## src/rtl/student_iis_rx_fifo_if.sv

```systemverilog
// Bus bundle between the IIS receiver path, the stereo RX FIFO and the FIR consumer.
// The FIFO side uses the slave modport; the producer/consumer side uses master.
interface student_iis_rx_fifo_if #(
   parameter int DATA_SIZE = 16,
   parameter int DEPTH     = 8
);
   localparam int LW = $clog2(DEPTH) + 1;

   logic [DATA_SIZE-1:0] Data_I_L;
   logic [DATA_SIZE-1:0] Data_I_R;
   logic                 valid_strobe_I;
   logic                 ready_i;
   logic                 clear_i;
   logic [DATA_SIZE-1:0] Data_O_L;
   logic [DATA_SIZE-1:0] Data_O_R;
   logic                 valid_o;
   logic [LW-1:0]        level_o;
   logic                 overflow_o;
   logic                 underflow_o;

   modport master (
      output Data_I_L, Data_I_R, valid_strobe_I, ready_i, clear_i,
      input  Data_O_L, Data_O_R, valid_o, level_o, overflow_o, underflow_o
   );

   modport slave (
      input  Data_I_L, Data_I_R, valid_strobe_I, ready_i, clear_i,
      output Data_O_L, Data_O_R, valid_o, level_o, overflow_o, underflow_o
   );
endinterface

```

## src/rtl/student_iis_rx_fifo.sv

```systemverilog
// First-word-fall-through FIFO of stereo sample pairs with registered head outputs,
// level count and sticky overflow/underflow flags.
module student_iis_rx_fifo #(
   parameter int DATA_SIZE = 16,
   parameter int DEPTH     = 8
) (
   input  logic                  clk_i,
   input  logic                  rst_ni,
   student_iis_rx_fifo_if.slave  bus
);
   localparam int PW = $clog2(DEPTH);
   localparam int LW = PW + 1;
   localparam int PAIR_W = 2 * DATA_SIZE;
   localparam logic [LW-1:0] FULL_LVL = LW'(DEPTH);

   // Handshake: a push is a one-cycle valid_strobe_I pulse with no back-pressure
   // (dropped and flagged when full); a pop happens on any edge where valid_o and
   // ready_i are both 1; ready_i while valid_o=0 pops nothing and flags underflow.

   logic [PAIR_W-1:0]    mem [DEPTH];
   logic [PW-1:0]        rd_ptr;
   logic [PW-1:0]        wr_ptr;
   logic [PW-1:0]        rd_ptr_nxt;
   logic [LW-1:0]        level_q;
   logic [LW-1:0]        level_nxt;
   logic                 valid_q;
   logic                 ovf_q;
   logic                 unf_q;
   logic [DATA_SIZE-1:0] out_l_q;
   logic [DATA_SIZE-1:0] out_r_q;

   logic                 pop;
   logic                 pop_empty;
   logic                 push_ok;
   logic                 push_drop;
   logic                 load_head;
   logic [PAIR_W-1:0]    in_pair;
   logic [PAIR_W-1:0]    head_nxt;

   always_comb begin
      in_pair    = {bus.Data_I_L, bus.Data_I_R};
      pop        = bus.ready_i & valid_q;
      pop_empty  = bus.ready_i & ~valid_q;
      push_ok    = bus.valid_strobe_I & ((level_q != FULL_LVL) | pop);
      push_drop  = bus.valid_strobe_I & ~push_ok;
      rd_ptr_nxt = rd_ptr + PW'(pop);

      level_nxt = level_q;
      if (push_ok && !pop) begin
         level_nxt = level_q + 1'b1;
      end else if (!push_ok && pop) begin
         level_nxt = level_q - 1'b1;
      end

      // The incoming pair becomes the head directly when nothing else is left
      // behind the pair being popped (or the FIFO was empty).
      if (level_q == LW'(pop)) begin
         head_nxt = in_pair;
      end else begin
         head_nxt = mem[rd_ptr_nxt];
      end
      load_head = (level_nxt != '0) & (pop | (level_q == '0));
   end

   // Storage is not reset; only written slots are ever presented.
   always_ff @(posedge clk_i) begin
      if (push_ok && !bus.clear_i) begin
         mem[wr_ptr] <= in_pair;
      end
   end

   always_ff @(posedge clk_i or negedge rst_ni) begin
      if (!rst_ni) begin
         rd_ptr  <= '0;
         wr_ptr  <= '0;
         level_q <= '0;
         valid_q <= 1'b0;
         ovf_q   <= 1'b0;
         unf_q   <= 1'b0;
         out_l_q <= '0;
         out_r_q <= '0;
      end else if (bus.clear_i) begin
         rd_ptr  <= '0;
         wr_ptr  <= '0;
         level_q <= '0;
         valid_q <= 1'b0;
         ovf_q   <= 1'b0;
         unf_q   <= 1'b0;
      end else begin
         rd_ptr  <= rd_ptr_nxt;
         wr_ptr  <= wr_ptr + PW'(push_ok);
         level_q <= level_nxt;
         valid_q <= (level_nxt != '0);
         ovf_q   <= ovf_q | push_drop;
         unf_q   <= unf_q | pop_empty;
         if (load_head) begin
            {out_l_q, out_r_q} <= head_nxt;
         end
      end
   end

   assign bus.Data_O_L    = out_l_q;
   assign bus.Data_O_R    = out_r_q;
   assign bus.valid_o     = valid_q;
   assign bus.level_o     = level_q;
   assign bus.overflow_o  = ovf_q;
   assign bus.underflow_o = unf_q;
endmodule

```

## src/flat_wrapper.sv

```systemverilog
// flat-port wrapper written by rule: the top's interface ports become plain ports
module student_iis_rx_fifo_flat 
#(
   parameter int DATA_SIZE = 16,
   parameter int DEPTH     = 8
)
  (clk_i, rst_ni, bus_Data_I_L, bus_Data_I_R, bus_valid_strobe_I, bus_ready_i, bus_clear_i, bus_Data_O_L, bus_Data_O_R, bus_valid_o, bus_level_o, bus_overflow_o, bus_underflow_o);
  student_iis_rx_fifo_if #(.DATA_SIZE(DATA_SIZE), .DEPTH(DEPTH)) bus_i ();
  input  logic clk_i;
  input  logic rst_ni;
  input wire logic [$bits(bus_i.Data_I_L)-1:0] bus_Data_I_L;
  input wire logic [$bits(bus_i.Data_I_R)-1:0] bus_Data_I_R;
  input wire logic [$bits(bus_i.valid_strobe_I)-1:0] bus_valid_strobe_I;
  input wire logic [$bits(bus_i.ready_i)-1:0] bus_ready_i;
  input wire logic [$bits(bus_i.clear_i)-1:0] bus_clear_i;
  output wire logic [$bits(bus_i.Data_O_L)-1:0] bus_Data_O_L;
  output wire logic [$bits(bus_i.Data_O_R)-1:0] bus_Data_O_R;
  output wire logic [$bits(bus_i.valid_o)-1:0] bus_valid_o;
  output wire logic [$bits(bus_i.level_o)-1:0] bus_level_o;
  output wire logic [$bits(bus_i.overflow_o)-1:0] bus_overflow_o;
  output wire logic [$bits(bus_i.underflow_o)-1:0] bus_underflow_o;
  assign bus_i.Data_I_L = bus_Data_I_L;
  assign bus_i.Data_I_R = bus_Data_I_R;
  assign bus_i.valid_strobe_I = bus_valid_strobe_I;
  assign bus_i.ready_i = bus_ready_i;
  assign bus_i.clear_i = bus_clear_i;
  assign bus_Data_O_L = bus_i.Data_O_L;
  assign bus_Data_O_R = bus_i.Data_O_R;
  assign bus_valid_o = bus_i.valid_o;
  assign bus_level_o = bus_i.level_o;
  assign bus_overflow_o = bus_i.overflow_o;
  assign bus_underflow_o = bus_i.underflow_o;
  student_iis_rx_fifo #(.DATA_SIZE(DATA_SIZE), .DEPTH(DEPTH)) u_core (.clk_i(clk_i), .rst_ni(rst_ni), .bus(bus_i));
endmodule
```

## config.mk

```make
export PLATFORM = sky130hd
export DESIGN_NAME = student_iis_rx_fifo_flat
export DESIGN_NICKNAME = d
export VERILOG_FILES = /design/src/rtl/student_iis_rx_fifo_if.sv /design/src/rtl/student_iis_rx_fifo.sv /design/src/flat_wrapper.sv
export SDC_FILE = /design/constraint.sdc
export NUM_CORES = 1
export LEC_CHECK = 0
export CORE_MARGIN = 2
export CORE_UTILIZATION = 45
export DETAILED_ROUTE_END_ITERATION = 8
export PLACE_DENSITY = 0.62
export RECOVER_POWER = 100
export SLEW_MARGIN = 20
export SYNTH_ARGS = -nofsm -noshare
export SYNTH_HDL_FRONTEND = slang
export SYNTH_SLANG_ARGS = --single-unit
```

## constraint.sdc

```tcl
create_clock -name clk_i -period 5.6 [get_ports clk_i]
set_clock_uncertainty 0.1 [all_clocks]
set_input_delay 1.12 -clock clk_i [delete_from_list [all_inputs] [get_ports clk_i]]
set_output_delay 1.12 -clock clk_i [all_outputs]
set_load 0.05 [all_outputs]
```

After elaboration in Yosys (flattened, before gate mapping)
Memory sizes are Yosys's and may differ from the RTL's.
Cells that the tools add are included.
{"block": "classes", "n_eq_ne": 2, "bitwise_logic": 12, "n_addsub": 4, "n_mux": 11, "n_reduce_logical": 9}
{"op": "$mux 32", "n": 1}
{"op": "$mux 4", "n": 3}
{"op": "$add 3x1->3", "n": 2}
{"op": "$mux 3", "n": 2}
{"op": "$and 1x1->1", "n": 5}
{"op": "$mux 1", "n": 5}
{"op": "$add 4x1->4 const B", "n": 1}
{"op": "$eq 4x1->1", "n": 1}
{"op": "$logic_not 4->1", "n": 1}
{"op": "$ne 4x4->1 const B", "n": 1}
{"op": "$or 1x1->1", "n": 4}
{"op": "$reduce_bool 4->1", "n": 1}
{"op": "$sub 4x1->4 const B", "n": 1}
{"op": "$logic_and 1x1->1", "n": 3}
{"op": "$logic_not 1->1", "n": 3}
{"op": "$not 1->1", "n": 3}
{"op": "$reduce_and 2->1", "n": 1}
{"block": "word_totals", "n_memories": 1, "output_inout_bits": 39, "reg_bits": 45, "ram_bits": 256, "inputBits": 37}
{"memory": "u_core.mem", "depth": 8, "word_bits": 32, "read_ports": 1, "rd_ports_with_merged_regs": 0, "write_ports": 1, "line_no": "student_iis_rx_fifo.sv:20", "rtl": "logic [PAIR_W-1:0] mem [DEPTH];"}

Longest topological paths before layout
{"block": "depth", "depth_word": 10, "mapped_depth": 11, "depth_no_buf": 9}

Least setup slack after synthesis
OpenSTA, ideal clock, no wires.
{"block": "synth_path", "path_kind": "input -> register", "start": "input port bus_ready_i", "end": "memory u_core.mem[0][0] (netlist name) (enable)", "t_required_ps": 5039, "n_path_buf": 0, "slack_ps": 991, "path_stages": 5, "arrival_ps": 4048, "path_cell_list": "nand2_2 > inv_2 > o21ai_1 > or3_1 > nor3_1"}
{"block": "synth_between", "elab_chain_len": 6}
{"item": "from (decl)", "line_no": "flat_wrapper.sv:14", "rtl": "input wire logic [$bits(bus_i.ready_i)-1:0] bus_ready_i;"}
{"item": "$and 1x1->1", "line_no": "student_iis_rx_fifo.sv:42", "rtl": "pop = bus.ready_i & valid_q;"}
{"item": "$or 1x1->1", "line_no": "student_iis_rx_fifo.sv:44", "rtl": "push_ok = bus.valid_strobe_I & ((level_q != FULL_LVL) | pop);"}
{"item": "$and 1x1->1", "line_no": "student_iis_rx_fifo.sv:44"}
{"item": "$logic_and 1x1->1", "line_no": "student_iis_rx_fifo.sv:67", "rtl": "if (push_ok && !bus.clear_i) begin"}
{"item": "$mux 1", "line_no": "student_iis_rx_fifo.sv:67"}
{"item": "$mux 1 (implied by the code)", "line_no": "student_iis_rx_fifo.sv:68", "rtl": "mem[wr_ptr] <= in_pair;"}
{"item": "to (decl)", "line_no": "student_iis_rx_fifo.sv:20"}
No other way between the ends.

Worst setup path in the final report
{"block": "layout_path", "start": "input port bus_ready_i", "end": "memory u_core.mem[7][23] (netlist name) (enable)"}
Same word-level chain as after synthesis.

==> results_dict.tcl <==
set metrics [dict create \
    worst_pin_slew_ns 3.065 \
    antenna_found_initial 0 \
    min_from "u_core.bus.underflow_o$_DFF_PN0_" \
    drc 6 \
    first_pass_iters 6 \
    power.leakage_nw 4.780 \
    root_buffer "clkbuf_16" \
    dieArea_um2 27970 \
    cts_resized 0 \
    cp_data_required_time_ns 5.73 \
    multiInputGateArea_um2 2897 \
    finalSetupViolations 0 \
    total_power_mw 6.591 \
    synth.top_cell.area_share_pct 64.11 \
    setup_slack_ns 1.116 \
    fp.dieH_um 167.2 \
    rsz0062_at_grt "no" \
    area_growth_pct 18.32 \
    hold_end "u_core.bus.underflow_o$_DFF_PN0_" \
    ys_seq_area_share_pct 73.51 \
    insertion_delay_ns 0.54 \
    period_needed_ns 4.484 \
    cts_made_buffers 31 \
    fmax_ghz 0.2230 \
    grt_pass1_vias 6323 \
    hold_violations 0 \
    drive_gt1_share_pct 18.28 \
    synth_edf_count 256 \
    htreeDepth 1 \
    ys_top_cells_by_area "edfxtp_1 64%, mux4_2 12%, dfrtp_1 9.4%, mux2i_1 5.4%, nor2_1 1.5%" \
    cts_tree "done" \
    yosysUniqueCellTypes 42 \
    cp-start-kind "primary input" \
    syn_area_um2 11990 \
    initial_core_util_pct 45.88 \
    ant_nets 0 \
    nFillCells 2070 \
    syn-instance-count 629 \
    drt_wl_total_um 23640 \
    ys_top_cells_by_count "256 x edfxtp_1, 65 x mux2i_1, 64 x mux4_2" \
    worstReg2RegEnd "u_core.mem[7][23]$_DFFE_PP_" \
    irDropWorstVdd_mv 0.2396 \
    track_usage_pct 17.26 \
    die_w_um 167.2 \
    postCtsSetupRepairBufs 0 \
    crit_fanout 15 \
    arrival_ns 4.61 \
    grt_overflow 0 \
    synth_warnings 0 \
    final-max-slew-violation-count 103 \
    gp_congestion 0.7911 \
    synth-main-ff-cell "edfxtp_1" \
    hold_path.class "flop to flop" \
    drt-initial-drc-count 532 \
    grt_max_degree 46 \
    ys_async_sr_fraction_pct 14.95 \
    clock_path_buffers 3 \
    vias_per_cell 5.516 \
    worst-setup-path-type "primary input to flop" \
    ys_seq_elements 301 \
    rr_worst_depth 8 \
    avgSynthCellArea_um2 19.06 \
    yosysMostFrequentCell "edfxtp_1" \
    seq_area_um2 8813 \
    tns_ns 0 \
    end_kind "flop" \
    final_nets 774 \
    cts_hold_buf 0 \
    antennaDiodeCount 0 \
    synth_nets 672 \
    status "finished with violations" \
    dp_slack_ns 1.295 \
    grt_first_pass_wirelength_um 37160 \
    final_util_pct 54.29 \
    power_density_nw_per_um2 464.6 \
    io_pins 76 \
    place_hpwl_um 14060 \
    reg2reg_slack_ns 1.73 \
    yosysTopAreaCell "edfxtp_1" \
    r2r-start "u_core.bus.level_o[0]$_DFF_PN0_" \
    rows 59 \
    holdPathStages 2 \
    vias 6012 \
    slew_headroom_pct -104.3 \
    cts_sinks 301 \
    coreArea_um2 26130 \
    fin_crit_sh_pct 80.06 \
    wire_per_inst_um 21.69 \
    clk_pin_slew_worst_paths_ns 0.06 \
    drv_cap 4 \
    io_buffers 75 \
    violations "design-rule violations, max-capacitance violations, max-slew violations" \
]
-- sequential cells by signal, indices dropped and copies added (netlist names) --
register,cells
u_core.bus.underflow_o,1
u_core.wr_ptr,3
u_core.mem,256
u_core.bus.level_o,4
u_core.bus.Data_O_L,16
u_core.bus.overflow_o,1
u_core.rd_ptr,3
u_core.bus.Data_O_R,16
u_core.bus.valid_o,1
-- logic make-up after synthesis --
group           share of synthesized area [%]
fa+ha+maj                              0.6261
mux                                     17.64
buf+inv                                 2.598
flops                                   73.51
compound gates                          2.254
xor+xnor                               0.3549
simple gates                            3.026
-- how the worst max path moves through the flow --
stage	start	to	slack, ns	cells past startpoint
after floorplan	bus_ready_i	u_core.mem[0][0]$_DFFE_PP_	0.99	5
after global placement	bus_ready_i	u_core.bus.Data_O_L[9]$_DFFE_PN0P_	1.34	11
after detailed placement	bus_ready_i	u_core.bus.Data_O_L[9]$_DFFE_PN0P_	1.29	11
after CTS	bus_ready_i	u_core.bus.Data_O_L[8]$_DFFE_PN0P_	1.86	11
after global routing	bus_ready_i	u_core.bus.Data_O_L[8]$_DFFE_PN0P_	0.88	11
final	bus_ready_i	u_core.mem[7][23]$_DFFE_PP_	1.12	8
-- final cells by class --
class                           instances  area share (%)
Inverter                               38           1.005
Sequential cell                       301           62.12
Multi-Input combinational cell        261           20.42
Clock buffer                           45           6.332
Timing Repair Buffer                   98           6.350
Tap cell                              335           2.954
Clock inverter                         12          0.8202
-- routing by layer --
metal | global-route usage [%] | share of wire, % | vias up | routed length [µm]
li1 | - | - | 2667 | -
met1 | 23.30 | 43 | 3165 | 10140
met2 | 30.15 | 51 | 148 | 11990
met3 | 2.671 | 5.0 | 32 | 1184
met4 | 3.440 | 1.4 | 0 | 336
met5 | 0 | 0 | - | 0
-- layout by cell type (no fill, tap or decap), types with 2 or more instances in the layout --
| cell type | Yosys | routed |
|---|---|---|
| a21oi_1 | 36 | 36 |
| buf_12 | 0 | 2 |
| buf_4 | 1 | 9 |
| bufinv_16 | 0 | 2 |
| clkbuf_1 | 16 | 17 |
| clkbuf_16 | 0 | 31 |
| clkbuf_2 | 0 | 2 |
| clkbuf_8 | 0 | 7 |
| clkinv_1 | 0 | 2 |
| clkinv_2 | 0 | 5 |
| clkinvlp_4 | 0 | 2 |
| dfrtp_1 | 45 | 45 |
| dlygate4sd3_1 | 0 | 74 |
| edfxtp_1 | 256 | 256 |
| ha_1 | 6 | 5 |
| inv_1 | 37 | 38 |
| mux2i_1 | 65 | 66 |
| mux4_2 | 64 | 64 |
| nand2_1 | 4 | 5 |
| nand2b_1 | 3 | 3 |
| nor2_1 | 49 | 45 |
| nor2_4 | 0 | 4 |
| nor2b_1 | 5 | 5 |
| nor3_1 | 4 | 4 |
| xnor2_1 | 2 | 2 |
-- worst max-delay path, stage by stage --
cell and delay (ns):
dlygate4sd3_1 0.66, nand2_1 0.16, inv_1 0.27, o21ai_0 0.27
nor2_1 0.15, nand2_1 0.16, nor2_1 1.39, buf_4 0.44
-- through the flow --
| step | hold WS, ns | instance area [µm²] | std cells |
|---|---|---|---|
| after floorplan | 0.4728 | 11990 | 629 |
| after global placement | 0.3892 | 13270 | 1033 |
| after detailed placement | 0.3838 | 13270 | 1033 |
| after CTS | 0.3989 | 14290 | 1090 |
| after global routing | 0.4048 | 14190 | 1090 |
| final | 0.3846 | 14190 | 1090 |
-- power by group --
part | switching, mW | internal (mW) | leakage, nW | total (mW)
sequential | 0.0943 | 2.61 | 2.87 | 2.70
clock | 0.805 | 1.20 | 0.496 | 2.00
combinational | 1.15 | 0.732 | 1.42 | 1.88
Power figures use the tool's default switching activity.
